`src/rtl/drp_adc_responder.sv`:
```
// DRP register responder in front of a four-channel auxiliary ADC sequencer.
// Register access and conversions run independently; both share clk and rst_n.
//
// state | meaning
// IDLE  | waiting for den_in; a strobe here is accepted and latched
// BUSY  | transaction in flight; drdy_out asserts while lat_cnt == 1
module drp_adc_responder #(
    parameter int CONV_CYCLES = 26,
    parameter int DRP_LATENCY = 4
) (
    input  logic        clk,
    input  logic        rst_n,
    input  logic        den_in,
    input  logic        dwe_in,
    input  logic [6:0]  daddr_in,
    input  logic [15:0] di_in,
    output logic [15:0] do_out,
    output logic        drdy_out,
    output logic        eoc_out,
    output logic [4:0]  channel_out,
    input  logic [47:0] sample_in,
    output logic        busy_err
);

    localparam logic [6:0] ADDR_AUX6  = 7'h16;
    localparam logic [6:0] ADDR_AUX7  = 7'h17;
    localparam logic [6:0] ADDR_AUX14 = 7'h1E;
    localparam logic [6:0] ADDR_AUX15 = 7'h1F;
    localparam logic [6:0] ADDR_CFG   = 7'h41;

    localparam logic [9:0] TIMER_TC = 10'(CONV_CYCLES - 1);
    localparam logic [3:0] LAT_LOAD = 4'(DRP_LATENCY);

    typedef enum logic {IDLE, BUSY} drp_state_t;

    drp_state_t  state, state_nxt;
    logic [3:0]  lat_cnt, lat_cnt_nxt;
    logic        drdy;
    logic [15:0] rdata;
    logic [15:0] rd_mux;
    logic        seq_en;
    logic        seq_en_eff;
    logic        accept;
    logic        cfg_wr;

    logic [9:0]  timer;
    logic [1:0]  ptr;
    logic [11:0] lane;
    logic [4:0]  chan_code;
    logic [15:0] result_q [4];

    logic        unused_di;
    assign unused_di = ^di_in[15:1];

    assign accept = den_in && (state == IDLE);
    assign cfg_wr = accept && dwe_in && (daddr_in == ADDR_CFG);

    // A CFG write steers the sequencer from its own accept edge onward.
    assign seq_en_eff = cfg_wr ? di_in[0] : seq_en;

    always_comb begin
        rd_mux = 16'h0000;
        case (daddr_in)
            ADDR_AUX6:  rd_mux = result_q[0];
            ADDR_AUX7:  rd_mux = result_q[1];
            ADDR_AUX14: rd_mux = result_q[2];
            ADDR_AUX15: rd_mux = result_q[3];
            ADDR_CFG:   rd_mux = {15'h0000, seq_en};
            default:    rd_mux = 16'h0000;
        endcase
    end

    always_comb begin
        state_nxt   = state;
        lat_cnt_nxt = lat_cnt;
        drdy        = 1'b0;
        case (state)
            IDLE: begin
                if (den_in) begin
                    state_nxt   = BUSY;
                    lat_cnt_nxt = LAT_LOAD;
                end
            end
            BUSY: begin
                if (lat_cnt == 4'd1) begin
                    drdy      = 1'b1;
                    state_nxt = IDLE;
                end else begin
                    lat_cnt_nxt = lat_cnt - 4'd1;
                end
            end
            default: state_nxt = IDLE;
        endcase
    end

    assign drdy_out = drdy;
    assign do_out   = drdy ? rdata : 16'h0000;

    always_ff @(posedge clk or negedge rst_n) begin
        if (!rst_n) begin
            state    <= IDLE;
            lat_cnt  <= 4'd0;
            rdata    <= 16'h0000;
            seq_en   <= 1'b1;
            busy_err <= 1'b0;
        end else begin
            state   <= state_nxt;
            lat_cnt <= lat_cnt_nxt;
            if (accept) begin
                rdata <= dwe_in ? 16'h0000 : rd_mux;
            end
            if (cfg_wr) begin
                seq_en <= di_in[0];
            end
            if (den_in && (state == BUSY)) begin
                busy_err <= 1'b1;
            end
        end
    end

    always_comb begin
        lane      = sample_in[11:0];
        chan_code = 5'd6;
        case (ptr)
            2'd0: begin lane = sample_in[11:0];  chan_code = 5'd6;  end
            2'd1: begin lane = sample_in[23:12]; chan_code = 5'd7;  end
            2'd2: begin lane = sample_in[35:24]; chan_code = 5'd14; end
            2'd3: begin lane = sample_in[47:36]; chan_code = 5'd15; end
            default: begin lane = sample_in[11:0]; chan_code = 5'd6; end
        endcase
    end

    // The lane is captured at the edge closing the eoc_out cycle, so a read
    // accepted on that same edge still returns the previous result.
    always_ff @(posedge clk or negedge rst_n) begin
        if (!rst_n) begin
            timer       <= 10'd0;
            eoc_out     <= 1'b0;
            channel_out <= 5'd0;
            ptr         <= 2'd0;
            for (int i = 0; i < 4; i++) begin
                result_q[i] <= 16'h0000;
            end
        end else begin
            eoc_out <= 1'b0;
            if (!seq_en_eff) begin
                timer <= 10'd0;
            end else if (timer == TIMER_TC) begin
                timer       <= 10'd0;
                eoc_out     <= 1'b1;
                channel_out <= chan_code;
            end else begin
                timer <= timer + 10'd1;
            end
            if (eoc_out) begin
                result_q[ptr] <= {lane, 4'b0000};
                ptr           <= ptr + 2'd1;
            end
        end
    end

endmodule

```
`config.mk`:
```
export PLATFORM = sky130hd
export DESIGN_NAME = drp_adc_responder
export DESIGN_NICKNAME = d
export VERILOG_FILES = /design/src/rtl/drp_adc_responder.sv
export SDC_FILE = /design/constraint.sdc
export NUM_CORES = 1
export LEC_CHECK = 0
export ABC_AREA = 0
export BUFFER_PORTS_ARGS = -buffer_cell sky130_fd_sc_hd__buf_2
export CELL_PAD_IN_SITES_DETAIL_PLACEMENT = 0
export CELL_PAD_IN_SITES_GLOBAL_PLACEMENT = 2
export CORE_MARGIN = 2
export CORE_UTILIZATION = 35
export DETAILED_ROUTE_END_ITERATION = 16
export HOLD_SLACK_MARGIN = 0.08
export PLACE_DENSITY_LB_ADDON = 0.12
export SLEW_MARGIN = 15
export SYNTH_ARGS = -nofsm -noshare
export SYNTH_HDL_FRONTEND = slang
export SYNTH_SLANG_ARGS = --single-unit
export TNS_END_PERCENT = 1
```
`constraint.sdc`:
```
create_clock -name clk -period 2.5 [get_ports clk]
set_input_delay 0.375 -clock clk [delete_from_list [all_inputs] [get_ports clk]]
set_output_delay 0.375 -clock clk [all_outputs]
set_load 0.03 [all_outputs]
```
==> flow_summary.json <==
{
  "status": "complete, but fails checks",
  "violations": "DRC",
  "wire_per_inst_um": 15.8,
  "synth-compound-area-share": 0.0555,
  "antenna_cells": 0,
  "cp_max_fo": 14,
  "max_cap_viol_count": 0,
  "synth_xor_area_frac": 0.0231,
  "r2r_end": "channel_out[3]",
  "postSynth.asyncResetShare": 1.00,
  "gp_congestion": 0.755,
  "cts_resized": 0,
  "hpwl_um": 6490,
  "switching_share": 0.246,
  "hold_buffers": 0,
  "p_sw_uw": 747,
  "htreeDepth": 3,
  "p_int_uw": 2300,
  "ys_ff_latch": 84,
  "drtIter0Drc": 151,
  "drive_gt1_frac": 0.350,
  "initial_core_util": 0.362,
  "seq_power_share": 0.475,
  "holdWs_ns": 0.0671,
  "fp-row-count": 39,
  "grt_usage": 0.156,
  "core_um2": 11500,
  "area_delta_synth_final_pct": 21.1,
  "worstSetupEndpointType": "output port",
  "maxSlewHeadroom": 0.565,
  "fin_area_um2": 5050,
  "regToRegStartpoint": "timer[1]",
  "setup_violations": 0,
  "die_width_um": 113,
  "power_uw": 3040,
  "dr_total_vias": 2844,
  "wl_um": 9150,
  "fillers": 1111,
  "tns_ns": 0,
  "cts-root-buf": "clkbuf_16",
  "clkTransAtPathRegs_ns": 0.06,
  "fmaxAchievable_mhz": 433,
  "powerDensity_nw_per_um2": 603,
  "cts_made_buffers": 9,
  "ys_top_cells_by_area": "dfrtp_1 50%, mux2_2 8.4%, mux4_2 6.5%",
  "pwr-share-clk": 0.420,
  "antenna_found_initial": 0,
  "worstMarginPinSlew_ns": 0.643,
  "grt_pass1_wl_um": 15500,
  "r2r_setup_slack_ns": 0.43,
  "multi_input_area_um2": 1850,
  "clockBufferDepth": 2,
  "reg2reg_depth": 6,
  "synthCells": 348,
  "ios": 99,
  "hold_viol_final": 0,
  "grt_max_degree": 85,
  "mappedNetlistArea_um2": 4170,
  "slowest_stage": "dfrtp_1",
  "overflow": 0,
  "cts_tree": "built",
  "ys_seq_area_frac": 0.505,
  "wl_met2_um": 4360,
  "dpl-instance-area_um2": 4760,
  "fin_skew_ns": 0.00614,
  "yosys.area_share.simple": 0.101,
  "synthMuxAreaShare": 0.234,
  "p_comb_frac": 0.105,
  "top_layer": "met4",
  "static-leakage-power_uw": 0.00256,
  "synth-edff-count": 0,
  "slowest_delay_ns": 0.39,
  "die_h_um": 113,
  "yosys_warnings": 0,
  "fin_crit_sh": 0.923,
  "final_cell_mix": "83 x dfrtp_1, 78 x buf_2, 31 x mux2_2",
  "die_area_um2": 12800,
  "fin_nets": 517,
  "wl_met3_um": 411,
  "yosysTopAreaCell": "dfrtp_1",
  "layout_min_cycle_time_ns": 2.31,
  "hold_class": "primary input to async pin",
  "synth_fa_ha_area_frac": 0.0270,
  "worstPathCellList": "inv_1, ha_1, or3b_1, nor2_1, buf_4, and2_1, buf_2",
  "first_pass_iters": 10,
  "cp-start-kind": "flop",
  "cp.required_ns": 2.12,
  "crit_type": "flop to output port",
  "syn_avg_cell_area_um2": 12.0,
  "cts_sinks": 84,
  "arrival_ns": 1.93,
  "clk_latency_ns": 0.33,
  "ys.flop_type": "dfrtp_1",
  "final_common_cell": "dfrtp_1",
  "max-vdd-ir-drop_mv": 0.289,
  "postRouteAntennaNets": 0,
  "synth_top_area_share": 0.498,
  "finalMaxSlewViolations": 0,
  "avgViaCountPerCell": 4.90,
  "place_inst": 565,
  "synth_top_family_by_area": "multiplexers",
  "seqCellArea_um2": 2100,
  "rsz0062_at_grt": "no",
  "synth_cell_type_count": 42,
  "m1WireLength_um": 4260,
  "port_buffers": 79,
  "drc": 4,
  "stdcell_count": 580,
  "first_global_vias": 3004,
  "postCtsSetupBuffers": 0
}
[worst max-delay path: cells and delay by family (launching register included)]
family / cells / cell delay (ns)
fa+ha+maj: 1 / 0.14
simple gates: 3 / 0.62
flops: 1 / 0.39
buf+inv: 3 / 0.45
[metal layers]
metal,vias to the layer above,global-route usage
met4,0,0.0561
met5,-,0
met2,67,0.255
li1,1389,-
met1,1378,0.208
met3,10,0.0289
[flip-flops by register name, summed over array words and instances (netlist names), 2 cells and up]
name         count
timer           10
channel_out      3
rdata           13
result_q        48
ptr              2
lat_cnt          4
[cell usage after synthesis (all sizes together), types with 2 or more instances]
cell / instances
mux4: 12
inv: 24
buf: 7
ha: 9
dfrtp: 83
a222oi: 12
mux2i: 14
nand3: 6
nand2: 24
and2: 14
mux2: 49
or3b: 2
clkinv: 10
clkbuf: 13
xnor2: 5
nor3: 4
nor2: 17
o21ai: 16
nand4: 5
xor2: 6
[metrics by stage]
step                      setup slack [ns]  utilization
after detailed placement             0.364        0.414
final                                0.192        0.438
after global routing                0.0456        0.438
after global placement               0.375        0.414
after floorplan                      0.222            -
after CTS                            0.158        0.438
[worst max path at each step]
stage                      from        endpoint  cells past startpoint
floorplan            lat_cnt[1]      do_out[10]                      6
global placement    daddr_in[3]  channel_out[3]                      5
detailed placement  daddr_in[3]  channel_out[3]                      5
CTS                  lat_cnt[1]      do_out[12]                      7
global route         lat_cnt[1]      do_out[11]                      7
finish               lat_cnt[1]       do_out[0]                      7
[final cells by class]
cell class | instances | area share
multi-input combinational | 213 | 0.367
sequential | 84 | 0.417
timing repair buffer | 91 | 0.0992
clock inverter | 5 | 0.0107
tap | 143 | 0.0355
clock buffer | 10 | 0.0454
inverter | 34 | 0.0253
[power groups by stage]
stage / registers [µW] / clock network, µW / logic [µW]
3_5_place_dp: 1470 / 0 / 327
6_report: 1440 / 1280 / 320
2_1_floorplan: 1460 / 0 / 193
3_3_place_gp: 1470 / 0 / 325
5_1_grt: 1450 / 1380 / 372
4_1_cts: 1440 / 1320 / 330
[kinds of logic (layout without fill, tap and decap cells)]
group                    after synthesis  in the layout
flip-flops                            84             84
AND/OR/NAND/NOR                       82             82
multiplexers                          75             75
buffers and inverters                 54            140
AO/OA/AOI/OAI                         32             32
XOR/XNOR                              11             11
adder cells (fa/ha/maj)                9              9
other                                  1              4
No activity file was read; power rests on OpenSTA's default activity.
